`config.mk`:
```
export PLATFORM = sky130hd
export DESIGN_NAME = mips8_run_ctrl
export DESIGN_NICKNAME = d
export VERILOG_FILES = /design/src/rtl/mips8_ctrl_pkg.sv /design/src/rtl/mips8_mem_arb.sv /design/src/rtl/mips8_run_ctrl.sv
export SDC_FILE = /design/constraint.sdc
export NUM_CORES = 1
export LEC_CHECK = 0
export ABC_AREA = 1
export CAP_MARGIN = 20
export CORE_MARGIN = 2
export CORE_UTILIZATION = 34
export CTS_BUF_LIST = sky130_fd_sc_hd__clkbuf_8
export DETAILED_ROUTE_END_ITERATION = 6
export GPL_TIMING_DRIVEN = 0
export PLACE_DENSITY = 0.86
export SYNTH_ARGS = -nofsm -noshare
export SYNTH_HDL_FRONTEND = slang
export SYNTH_SLANG_ARGS = --single-unit
```
`constraint.sdc`:
```
create_clock -name wb_clk_i -period 2.25 [get_ports wb_clk_i]
set_clock_uncertainty 0.2 [all_clocks]
set_input_delay 0.225 -clock wb_clk_i [delete_from_list [all_inputs] [get_ports wb_clk_i]]
set_output_delay 0.225 -clock wb_clk_i [all_outputs]
set_load 0.05 [all_outputs]
```
`src/rtl/mips8_ctrl_pkg.sv`:
```
// Shared encodings for the MIPS8 run controller and its memory arbiter.
// State codes, register map, CTRL bits and the memory-window select bit.
package mips8_ctrl_pkg;

  typedef enum logic [1:0] {
    ST_HOLD   = 2'd0,
    ST_RUN    = 2'd1,
    ST_STEP   = 2'd2,
    ST_HALTED = 2'd3
  } run_state_e;

  typedef enum logic [1:0] {
    H_IDLE = 2'd0,
    H_WAIT = 2'd1,
    H_DATA = 2'd2
  } host_phase_e;

  localparam logic [1:0] REG_CTRL   = 2'd0;
  localparam logic [1:0] REG_STATUS = 2'd1;
  localparam logic [1:0] REG_CYCLES = 2'd2;
  localparam logic [1:0] REG_RSVD   = 2'd3;

  localparam int CTRL_RUN   = 0;
  localparam int CTRL_STEP  = 1;
  localparam int CTRL_CLEAR = 2;

  localparam int MEM_WIN_BIT = 11;

  typedef struct packed {
    logic clear;
    logic step;
    logic run;
  } ctrl_cmd_t;

  function automatic ctrl_cmd_t decode_ctrl(
    input logic [2:0] d
  );
    ctrl_cmd_t c;
    c.run   = d[CTRL_RUN];
    c.step  = d[CTRL_STEP];
    c.clear = d[CTRL_CLEAR];
    return c;
  endfunction

endpackage

```
`src/rtl/mips8_mem_arb.sv`:
```
// Core/host memory port mux: core has fixed priority while it runs,
// and a starving host forces a one-cycle core stall to get the port.
module mips8_mem_arb
  import mips8_ctrl_pkg::*;
#(
  parameter int ADDR_W     = 8,
  parameter int DATA_W     = 8,
  parameter int STARVE_MAX = 8
) (
  input  logic              clk,
  input  logic              rst,
  input  logic              core_active,
  input  logic              host_req,
  input  logic              host_we,
  input  logic [ADDR_W-1:0] host_adr,
  input  logic [DATA_W-1:0] host_dat,
  input  logic              core_req,
  input  logic              core_we,
  input  logic [ADDR_W-1:0] core_adr,
  input  logic [DATA_W-1:0] core_dat,
  output logic              host_gnt,
  output logic              core_stall,
  output logic              mem_en,
  output logic              mem_we,
  output logic [ADDR_W-1:0] mem_adr,
  output logic [DATA_W-1:0] mem_wdat
);

  localparam int CW = $clog2(STARVE_MAX + 1);

  logic [CW-1:0] wait_cnt;
  logic          starved;
  logic          core_gnt;

  assign starved    = wait_cnt >= CW'(STARVE_MAX);
  assign core_stall = host_req && core_active
                   && core_req && starved;
  assign host_gnt   = host_req
                   && (!core_active || !core_req || starved);
  assign core_gnt   = core_active && core_req && !core_stall;

  always_ff @(posedge clk or posedge rst) begin
    if (rst) begin
      wait_cnt <= '0;
    end else if (!host_req || host_gnt) begin
      wait_cnt <= '0;
    end else if (!starved) begin
      wait_cnt <= wait_cnt + CW'(1);
    end
  end

  always_comb begin
    mem_en   = 1'b0;
    mem_we   = 1'b0;
    mem_adr  = '0;
    mem_wdat = '0;
    if (host_gnt) begin
      mem_en   = 1'b1;
      mem_we   = host_we;
      mem_adr  = host_adr;
      mem_wdat = host_dat;
    end else if (core_gnt) begin
      mem_en   = 1'b1;
      mem_we   = core_we;
      mem_adr  = core_adr;
      mem_wdat = core_dat;
    end
  end

endmodule

```
`src/rtl/mips8_run_ctrl.sv`:
```
// Wishbone run controller for the MIPS8 core: reset/run/step/halt,
// host memory access and cycle count (counter built with MIPS8_CYCLE_CNT_EN).
module mips8_run_ctrl
  import mips8_ctrl_pkg::*;
#(
  parameter int ADDR_W     = 8,
  parameter int DATA_W     = 8,
  parameter int STARVE_MAX = 8
) (
  input  logic              wb_clk_i,
  input  logic              wb_rst_i,
  input  logic              wbs_stb_i,
  input  logic              wbs_cyc_i,
  input  logic              wbs_we_i,
  input  logic [3:0]        wbs_sel_i,
  input  logic [31:0]       wbs_adr_i,
  input  logic [31:0]       wbs_dat_i,
  output logic              wbs_ack_o,
  output logic [31:0]       wbs_dat_o,
  output logic              core_rst_o,
  output logic              core_en_o,
  input  logic              core_halt_i,
  input  logic              core_mem_req_i,
  input  logic              core_mem_we_i,
  input  logic [ADDR_W-1:0] core_mem_adr_i,
  input  logic [DATA_W-1:0] core_mem_dat_i,
  output logic              mem_en_o,
  output logic              mem_we_o,
  output logic [ADDR_W-1:0] mem_adr_o,
  output logic [DATA_W-1:0] mem_wdat_o,
  input  logic [DATA_W-1:0] mem_rdat_i,
  output logic              irq_o
);

  run_state_e        state;
  run_state_e        state_nx;
  host_phase_e       hph;
  logic [ADDR_W-1:0] h_adr;
  logic [DATA_W-1:0] h_dat;
  logic              h_we;
  logic [31:0]       cycles;
  logic [31:0]       reg_rdata;
  logic              take;
  logic              is_mem;
  logic              irq_set;
  logic              core_active;
  logic              core_stall;
  logic              host_req;
  logic              host_gnt;
  ctrl_cmd_t         cmd;
  logic              unused_bits;

  assign unused_bits = ^{wbs_sel_i, wbs_adr_i, wbs_dat_i};

  // one access outstanding; the ack cycle itself is never sampled
  assign take   = (hph == H_IDLE) && !wbs_ack_o
               && wbs_stb_i && wbs_cyc_i;
  assign is_mem = wbs_adr_i[MEM_WIN_BIT];
  assign cmd    = (take && !is_mem && wbs_we_i
                && wbs_adr_i[3:2] == REG_CTRL)
               ? decode_ctrl(wbs_dat_i[2:0]) : '0;

  assign core_active = (state == ST_RUN) || (state == ST_STEP);
  assign core_en_o   = core_active && !core_stall;
  assign core_rst_o  = (state == ST_HOLD);
  assign host_req    = (hph == H_WAIT) && wbs_cyc_i;

  mips8_mem_arb #(
    .ADDR_W     (ADDR_W),
    .DATA_W     (DATA_W),
    .STARVE_MAX (STARVE_MAX)
  ) u_arb (
    .clk         (wb_clk_i),
    .rst         (wb_rst_i),
    .core_active (core_active),
    .host_req    (host_req),
    .host_we     (h_we),
    .host_adr    (h_adr),
    .host_dat    (h_dat),
    .core_req    (core_mem_req_i),
    .core_we     (core_mem_we_i),
    .core_adr    (core_mem_adr_i),
    .core_dat    (core_mem_dat_i),
    .host_gnt    (host_gnt),
    .core_stall  (core_stall),
    .mem_en      (mem_en_o),
    .mem_we      (mem_we_o),
    .mem_adr     (mem_adr_o),
    .mem_wdat    (mem_wdat_o)
  );

  always_comb begin
    state_nx = state;
    irq_set  = 1'b0;
    unique case (state)
      ST_HOLD, ST_HALTED: begin
        if (cmd.run) begin
          state_nx = ST_RUN;
        end else if (cmd.step) begin
          state_nx = ST_STEP;
        end
      end
      ST_RUN: begin
        if (core_halt_i) begin
          state_nx = ST_HALTED;
          irq_set  = 1'b1;
        end
      end
      ST_STEP: begin
        // a stalled step cycle does not count as the step
        if (!core_stall) begin
          state_nx = ST_HALTED;
        end
      end
    endcase
    if (cmd.clear) begin
      state_nx = ST_HOLD;
      irq_set  = 1'b0;
    end
  end

  always_ff @(posedge wb_clk_i or posedge wb_rst_i) begin
    if (wb_rst_i) begin
      state <= ST_HOLD;
      irq_o <= 1'b0;
    end else begin
      state <= state_nx;
      irq_o <= irq_set;
    end
  end

`ifdef MIPS8_CYCLE_CNT_EN
  always_ff @(posedge wb_clk_i or posedge wb_rst_i) begin
    if (wb_rst_i) begin
      cycles <= '0;
    end else if (cmd.clear) begin
      cycles <= '0;
    end else if (core_en_o && cycles != 32'hFFFF_FFFF) begin
      cycles <= cycles + 32'd1;
    end
  end
`else
  assign cycles = '0;
`endif

  always_comb begin
    reg_rdata = '0;
    case (wbs_adr_i[3:2])
      REG_STATUS: reg_rdata = {29'd0, hph == H_WAIT, state};
      REG_CYCLES: reg_rdata = cycles;
      default:    reg_rdata = '0;
    endcase
  end

  always_ff @(posedge wb_clk_i or posedge wb_rst_i) begin
    if (wb_rst_i) begin
      hph       <= H_IDLE;
      wbs_ack_o <= 1'b0;
      wbs_dat_o <= '0;
      h_adr     <= '0;
      h_dat     <= '0;
      h_we      <= 1'b0;
    end else begin
      wbs_ack_o <= 1'b0;
      wbs_dat_o <= '0;
      case (hph)
        H_IDLE: begin
          if (take && is_mem) begin
            hph   <= H_WAIT;
            h_adr <= wbs_adr_i[ADDR_W+1:2];
            h_dat <= wbs_dat_i[DATA_W-1:0];
            h_we  <= wbs_we_i;
          end else if (take) begin
            wbs_ack_o <= 1'b1;
            wbs_dat_o <= wbs_we_i ? '0 : reg_rdata;
          end
        end
        H_WAIT: begin
          if (!wbs_cyc_i) begin
            hph <= H_IDLE;
          end else if (host_gnt) begin
            hph <= H_DATA;
          end
        end
        H_DATA: begin
          // a dropped cycle still lets a granted write land
          hph <= H_IDLE;
          if (wbs_cyc_i) begin
            wbs_ack_o <= 1'b1;
            wbs_dat_o <= h_we ? '0 : 32'(mem_rdat_i);
          end
        end
        default: hph <= H_IDLE;
      endcase
    end
  end

endmodule

```
==> flow_summary_export.csv, run 1 <==
group,metric,value,unit
outcome,outcome,"complete, but fails checks",
outcome,violations,"negative setup slack",
floorplan,start_util,0.352,
synth,synthTopCellsByArea,"dfrtp_1 45%, buf_4 9.3%, inv_1 8.9%, nand2_1 6.8%, o21ai_0 5.4%",
power,p_leak,0.00175,uW
placement,io_buffers,78,
clock_network,clockRootBuffer,"clkbuf_8",
floorplan,die_width,79.5,um
worst_setup_path,crit_type,"reg2out",
power,intPower,1650,uW
sta,worst_pin_slew,0.844,ns
global_routing,grt_pass1_vias,1835,
floorplan,die_h,79.5,um
clock_network,clockBufferDepth,2,
floorplan,pin_count,154,
cells_and_area,drive_gt1_frac,0.323,
sta,slew_headroom,0.437,
power,power.share.sequential,0.285,
cells_and_area,fill_cells,480,
synth,syn-cell-area,0.00194,mm^2
synth,yosysSeqAreaShare,0.452,
global_routing,gr-total-overflow,0,
sta,rsz0062_at_grt,"true",
placement,place_congestion,0.886,
synth,synth_top_area_cell,"dfrtp_1",
power,pwr-share-clk,0.176,
global_routing,grt_max_degree,21,
clock_network,cts.sinks,35,
drt,drtAntennaViolNets,0,
drt,drc,0,
synth,syn_area_per_cell,8.54,um^2
drt,wire_per_inst,12.8,um
drt,vias_per_cell,4.33,
power,combPwrFrac,0.540,
cells_and_area,multi_input_area,893,um^2
synth,netlist_instances,227,
power,report.power.total,2900,uW
placement,hpwl,3.74,mm
power,p_sw,1250,uW
global_routing,grt_use_total,0.171,
sta,fin_ws,-0.0361,ns
sta,final-hold-violation-count,0,
worst_setup_path,endpoint_kind,"output port",
floorplan,core_area,0.00551,mm^2
sta,fin_crit,2.29,ns
cells_and_area,antenna_cells,0,
sta,timing.final.crit_share,1.02,
sta,whs,0.143,ns
synth,yosys_warnings,0,
sta,drv_slew,0,
placement,dpl-instance-area,0.00292,mm^2
power,swShare,0.431,
clock_network,h-tree-depth,2,
clock_network,cts_hold_buffers,0,
global_routing,antenna_found_initial,0,
power,ir_drop,0.373,mV
worst_setup_path,worstPathArrival,1.86,ns
worst_setup_path,crit_path_start_kind,"flop",
clock_network,cts_tree,"yes",
cells_and_area,fin_util,0.602,
floorplan,rows,27,
drt,drt_iter0_markers,65,
cells_and_area,regArea,876,um^2
drt,wirelength,5.45,mm
synth,synth_top_area_frac,0.452,
global_routing,grt_pass1_wl,8.38,mm
synth,synth_cell_types,25,
cells_and_area,nets,457,
sta,finalSetupViolations,4,
sta,max_freq,0.437,GHz
worst_setup_path,cp.required,1.82,ns
clock_network,insertion_delay,0.29,ns
job,cap_violations,0,
power,power.density,874,mW/mm^2
cells_and_area,stdcell_area,0.00331,mm^2
cells_and_area,area_growth,70.9,%
clock_network,cts_buffers,5,
hold_path,min_path_type,"in2reg",
clock_network,clk_pin_slew,0.07,ns
floorplan,dieArea,0.00632,mm^2
worst_setup_path,crit_fanout,6,
placement,pre_cts_ws,-0.778,ns
drt,dr.pass1.iters,4,
drt,vias,1840,
synth,synth_seq_cells,35,
==> power by group through the flow <==
stage / clock [uW] / sequential [uW] / combinational (uW)
after floorplan: 0 / 833 / 837
after global placement: 0 / 811 / 1240
after detailed placement: 0 / 821 / 1260
after CTS: 527 / 809 / 1410
after global routing: 555 / 837 / 1650
final: 509 / 824 / 1560
==> synthesized netlist by cell type <==
| library cell | n |
|---|---|
| clkbuf_1 | 2 |
| mux2_4 | 6 |
| nand4_1 | 4 |
| o22ai_1 | 2 |
| nor2_4 | 1 |
| nor3_2 | 1 |
| nand2_1 | 35 |
| ha_1 | 5 |
| nand3_1 | 10 |
| nor3_1 | 1 |
| dfrtp_1 | 35 |
| a21oi_1 | 4 |
| o21ai_0 | 21 |
| xnor2_1 | 1 |
| buf_6 | 1 |
| mux2_2 | 4 |
| nand3_2 | 1 |
| a21boi_1 | 1 |
| nand2_4 | 1 |
| inv_1 | 46 |
| buf_2 | 1 |
| o21ai_2 | 1 |
| buf_4 | 24 |
| nor2_1 | 18 |
| conb_1 | 1 |
==> logic make-up (layout without fill, tap and decap cells) <==
group	count (synthesis)	in the layout	share of synthesized area
AO/OA/AOI/OAI	29	29	0.0794
XOR/XNOR	1	1	0.00452
adder cells (fa/ha/maj)	5	5	0.0323
buffers and inverters	74	177	0.194
flip-flops	35	35	0.452
multiplexers	10	10	0.0697
other	1	24	0.00193
AND/OR/NAND/NOR	72	72	0.166
==> state kept, by name, indices dropped and copies added (netlist names) <==
name,cells
h_adr,8
h_dat,8
h_we,1
hph,2
irq_o,1
state,2
u_arb.wait_cnt,4
wbs_ack_o,1
wbs_dat_o,8
==> cell type report <==
| cell class | count | share of cell area |
|---|---|---|
| tap | 72 | 0.0272 |
| inverter | 46 | 0.0536 |
| multi-input combinational | 141 | 0.270 |
| sequential | 35 | 0.264 |
| buffer | 28 | 0.0680 |
| clock inverter | 1 | 0.00227 |
| timing repair buffer | 95 | 0.286 |
| clock buffer | 7 | 0.0291 |
==> path summary, 6_finish.rpt <==
kind,from,endpoint,slack [ns],cells past startpoint
min in group asynchronous,wb_rst_i,h_dat[6],0.21,2
hold reg to reg,u_arb.wait_cnt[0],u_arb.wait_cnt[0],0.29,1
setup / recovery,state[1],mem_wdat_o[6],-0.04,9
setup reg to reg,state[1],u_arb.wait_cnt[0],0.42,8
hold / removal,wbs_cyc_i,wbs_ack_o,0.14,3
max in group asynchronous,wb_rst_i,state[0],1.08,3
==> metrics by stage <==
stage / TNS [ns] / std cells
2_1_floorplan: -4.19 / 250
3_3_place_gp: -10.96 / 400
3_5_place_dp: -11.81 / 401
4_1_cts: 0 / 418
5_1_grt: -0.779 / 425
6_report: -0.0780 / 425
==> critical path: stages, from the launching register on <==
cell,delay (ns)
dfrtp_1,0.37
inv_2,0.07
ha_4,0.28
nand2_4,0.06
o21ai_4,0.20
clkinv_4,0.13
buf_4,0.16
nand2_1,0.04
o21ai_0,0.08
buf_4,0.20
==> metal layers <==
| metal | track usage | wire, um | vias to the layer above |
|---|---|---|---|
| met5 | 0 | 0 | - |
| met4 | 0.0569 | 113 | 0 |
| met3 | 0.0577 | 424 | 13 |
| met2 | 0.305 | 2860 | 79 |
| met1 | 0.191 | 2060 | 851 |
| li1 | - | - | 897 |
==> placed cells by master, fill, tap and decap left out, drive strengths merged <==
| master | synthesis | layout |
|---|---|---|
| clkinvlp | 0 | 1 |
| dlymetal6s2s | 0 | 1 |
| clkdlybuf4s50 | 0 | 58 |
| nand2 | 36 | 36 |
| nand3 | 11 | 11 |
| clkinv | 0 | 1 |
| o21ai | 22 | 22 |
| nand4 | 4 | 4 |
| mux2 | 10 | 10 |
| inv | 46 | 45 |
| o22ai | 2 | 2 |
| a21boi | 1 | 1 |
| ha | 5 | 5 |
| nor2 | 19 | 19 |
| clkbuf | 2 | 9 |
| buf | 26 | 61 |
| dfrtp | 35 | 35 |
| a21oi | 4 | 4 |
| xnor2 | 1 | 1 |
| conb | 1 | 24 |
| clkdlybuf4s15 | 0 | 1 |
| nor3 | 2 | 2 |
==> timing repair <==
action / 4_1_cts / 5_1_grt
buffers inserted: 7 / 7
pin swaps: 2 / 3
endpoints found under the setup margin: 19 / 18
gates resized for setup: 130 / 63
gates cloned: 2 / 0
Power figures use the tool's default switching activity.
==> inputs of run 2 (changes only) <==
--- a/config.mk
+++ b/config.mk
@@ -8,11 +8,10 @@
 export ABC_AREA = 1
 export CAP_MARGIN = 20
 export CORE_MARGIN = 2
-export CORE_UTILIZATION = 34
-export CTS_BUF_LIST = sky130_fd_sc_hd__clkbuf_8
+export CORE_UTILIZATION = 33
 export DETAILED_ROUTE_END_ITERATION = 6
 export GPL_TIMING_DRIVEN = 0
-export PLACE_DENSITY = 0.86
+export PLACE_DENSITY = 0.83
 export SYNTH_ARGS = -nofsm -noshare
 export SYNTH_HDL_FRONTEND = slang
 export SYNTH_SLANG_ARGS = --single-unit
==> flow_summary_export.csv, run 2 (same netlist as run 1, synthesis figures left out) <==
group,metric,value,unit
outcome,outcome,"complete, no violations",
cells_and_area,final_cell_mix,"58 x clkdlybuf4s50_1, 43 x inv_1, 35 x dfrtp_1",
drt,dr.pass1.iters,4,
placement,place_congestion,0.835,
worst_setup_path,endpoint_kind,"output port",
drt,drtAntennaViolNets,0,
worst_setup_path,crit_fanout,8,
cells_and_area,multi_input_area,846,um^2
cells_and_area,layout_commonest_cell,"clkdlybuf4s50_1",
sta,rsz0062_at_grt,"true",
placement,io_buffers,78,
worst_setup_path,critPathBufInv,4,
global_routing,gr-total-overflow,0,
drt,highest_layer,"met4",
floorplan,pin_count,154,
global_routing,antenna_found_initial,0,
clock_network,insertion_delay,0.28,ns
worst_setup_path,worstPathArrival,1.78,ns
floorplan,die_h,80.6,um
floorplan,dieArea,0.00650,mm^2
drt,wl_met2,2.58,mm
worst_setup_path,crit_family,"buffers and inverters",
floorplan,start_util,0.348,
power,power.density,844,mW/mm^2
clock_network,clockRootBuffer,"clkbuf_8",
sta,max_freq,0.453,GHz
cells_and_area,drive_gt1_frac,0.272,
clock_network,cts.sinks,35,
worst_setup_path,critical_path.slowest_cell,"dfrtp_1",
cells_and_area,antenna_cells,0,
clock_network,clk_pin_slew,0.07,ns
cells_and_area,reg_top3,"h_adr (8), h_dat (8), wbs_dat_o (8)",
job,cap_violations,0,
sta,slew_headroom,0.627,
floorplan,core_area,0.00557,mm^2
power,report.power.total,2650,uW
cells_and_area,regArea,876,um^2
sta,fin_crit,2.21,ns
drt,wirelength,5.11,mm
global_routing,grt_max_degree,25,
clock_network,clockBufferDepth,2,
drt,vias_per_cell,4.36,
clock_network,h-tree-depth,2,
drt,m1WireLength,2.00,mm
drt,drc,0,
drt,drt_iter0_markers,81,
worst_setup_path,crit_path_start_kind,"flop",
worst_setup_path,crit_type,"reg2out",
worst_setup_path,slowest_delay,0.36,ns
sta,final-hold-violation-count,0,
sta,timing.final.crit_share,0.981,
floorplan,rows,27,
global_routing,grt_pass1_vias,1670,
placement,hpwl,3.85,mm
sta,whs,0.0953,ns
floorplan,die_width,80.6,um
clock_network,cts_tree,"yes",
cells_and_area,nets,449,
worst_setup_path,cp.required,1.82,ns
power,p_leak,0.00166,uW
drt,wire_per_inst,12.2,um
sta,worst_pin_slew,0.558,ns
power,ir_drop,0.335,mV
global_routing,grt_use_total,0.159,
hold_path,min_path_type,"in2async",
clock_network,cts_buffers,5,
drt,wl_met3,487,um
cells_and_area,fill_cells,497,
sta,finalSetupViolations,0,
global_routing,grt_pass1_wl,7.83,mm
drt,vias,1820,
worst_setup_path,crit_chain,"inv_2, ha_4, nand2_4, o21ai_4, inv_4, clkbuf_16, nand2_1, o21ai_2, buf_6",
cells_and_area,area_growth,62.2,%
sta,drv_slew,0,
==> run 2: what timing repair did <==
| action | CTS | global route |
|---|---|---|
| cloned | 0 | 1 |
| resized for setup | 129 | 38 |
| hold buffers | 0 | 0 |
| setup endpoints to repair | 19 | 16 |
| setup buffers | 5 | 2 |
| pin swaps | 2 | 2 |
==> run 2: path summary, 6_finish.rpt <==
check,start,endpoint,slack (ns),cells past startpoint
max,state[0],mem_adr_o[3],0.04,9
min,wb_rst_i,wbs_dat_o[3],0.1,2
max reg2reg,hph[0],h_dat[0],0.48,7
min reg2reg,h_dat[2],h_dat[2],0.29,2
max in group asynchronous,wb_rst_i,h_dat[5],1.25,3
min in group wb_clk_i,wbs_cyc_i,wbs_ack_o,0.18,3
==> run 2: routing by layer <==
| layer | GRT usage | vias up |
|---|---|---|
| li1 | - | 885 |
| met1 | 0.192 | 839 |
| met2 | 0.274 | 88 |
| met3 | 0.0517 | 8 |
| met4 | 0.0390 | 0 |
| met5 | 0 | - |
==> run 2: stage by stage <==
| stage | setup WS [ns] | instances | util | TNS, ns | area, um^2 |
|---|---|---|---|---|---|
| after floorplan | -0.370 | 250 | - | -4.19 | 2020 |
| after global routing | -0.0393 | 417 | 0.564 | -0.0985 | 3140 |
| after detailed placement | -0.802 | 401 | 0.524 | -12.05 | 2920 |
| final | 0.0426 | 417 | 0.564 | 0 | 3140 |
| after CTS | 0.00567 | 414 | 0.546 | 0 | 3050 |
| after global placement | -0.737 | 400 | 0.519 | -10.85 | 2900 |
==> run 2: final cells by class <==
class	instances	area share
buffer	28	0.0692
timing repair buffer	87	0.272
multi-input combinational	141	0.269
clock buffer	6	0.0231
inverter	46	0.0557
sequential	35	0.279
tap	72	0.0287
clock inverter	2	0.00398
==> run 2: worst register-to-register path, stage by stage (launching register included) <==
cell and delay [ns]:
dfrtp_1 0.40, inv_1 0.12, nand2_1 0.14, nor2_4 0.19, nand2_4 0.11, clkbuf_1 0.26, nand2_1 0.13, o21ai_0 0.08
==> run 2: power breakdown <==
part	switching [uW]	internal [uW]
sequential	66.5	745
clock	221	216
combinational	888	517
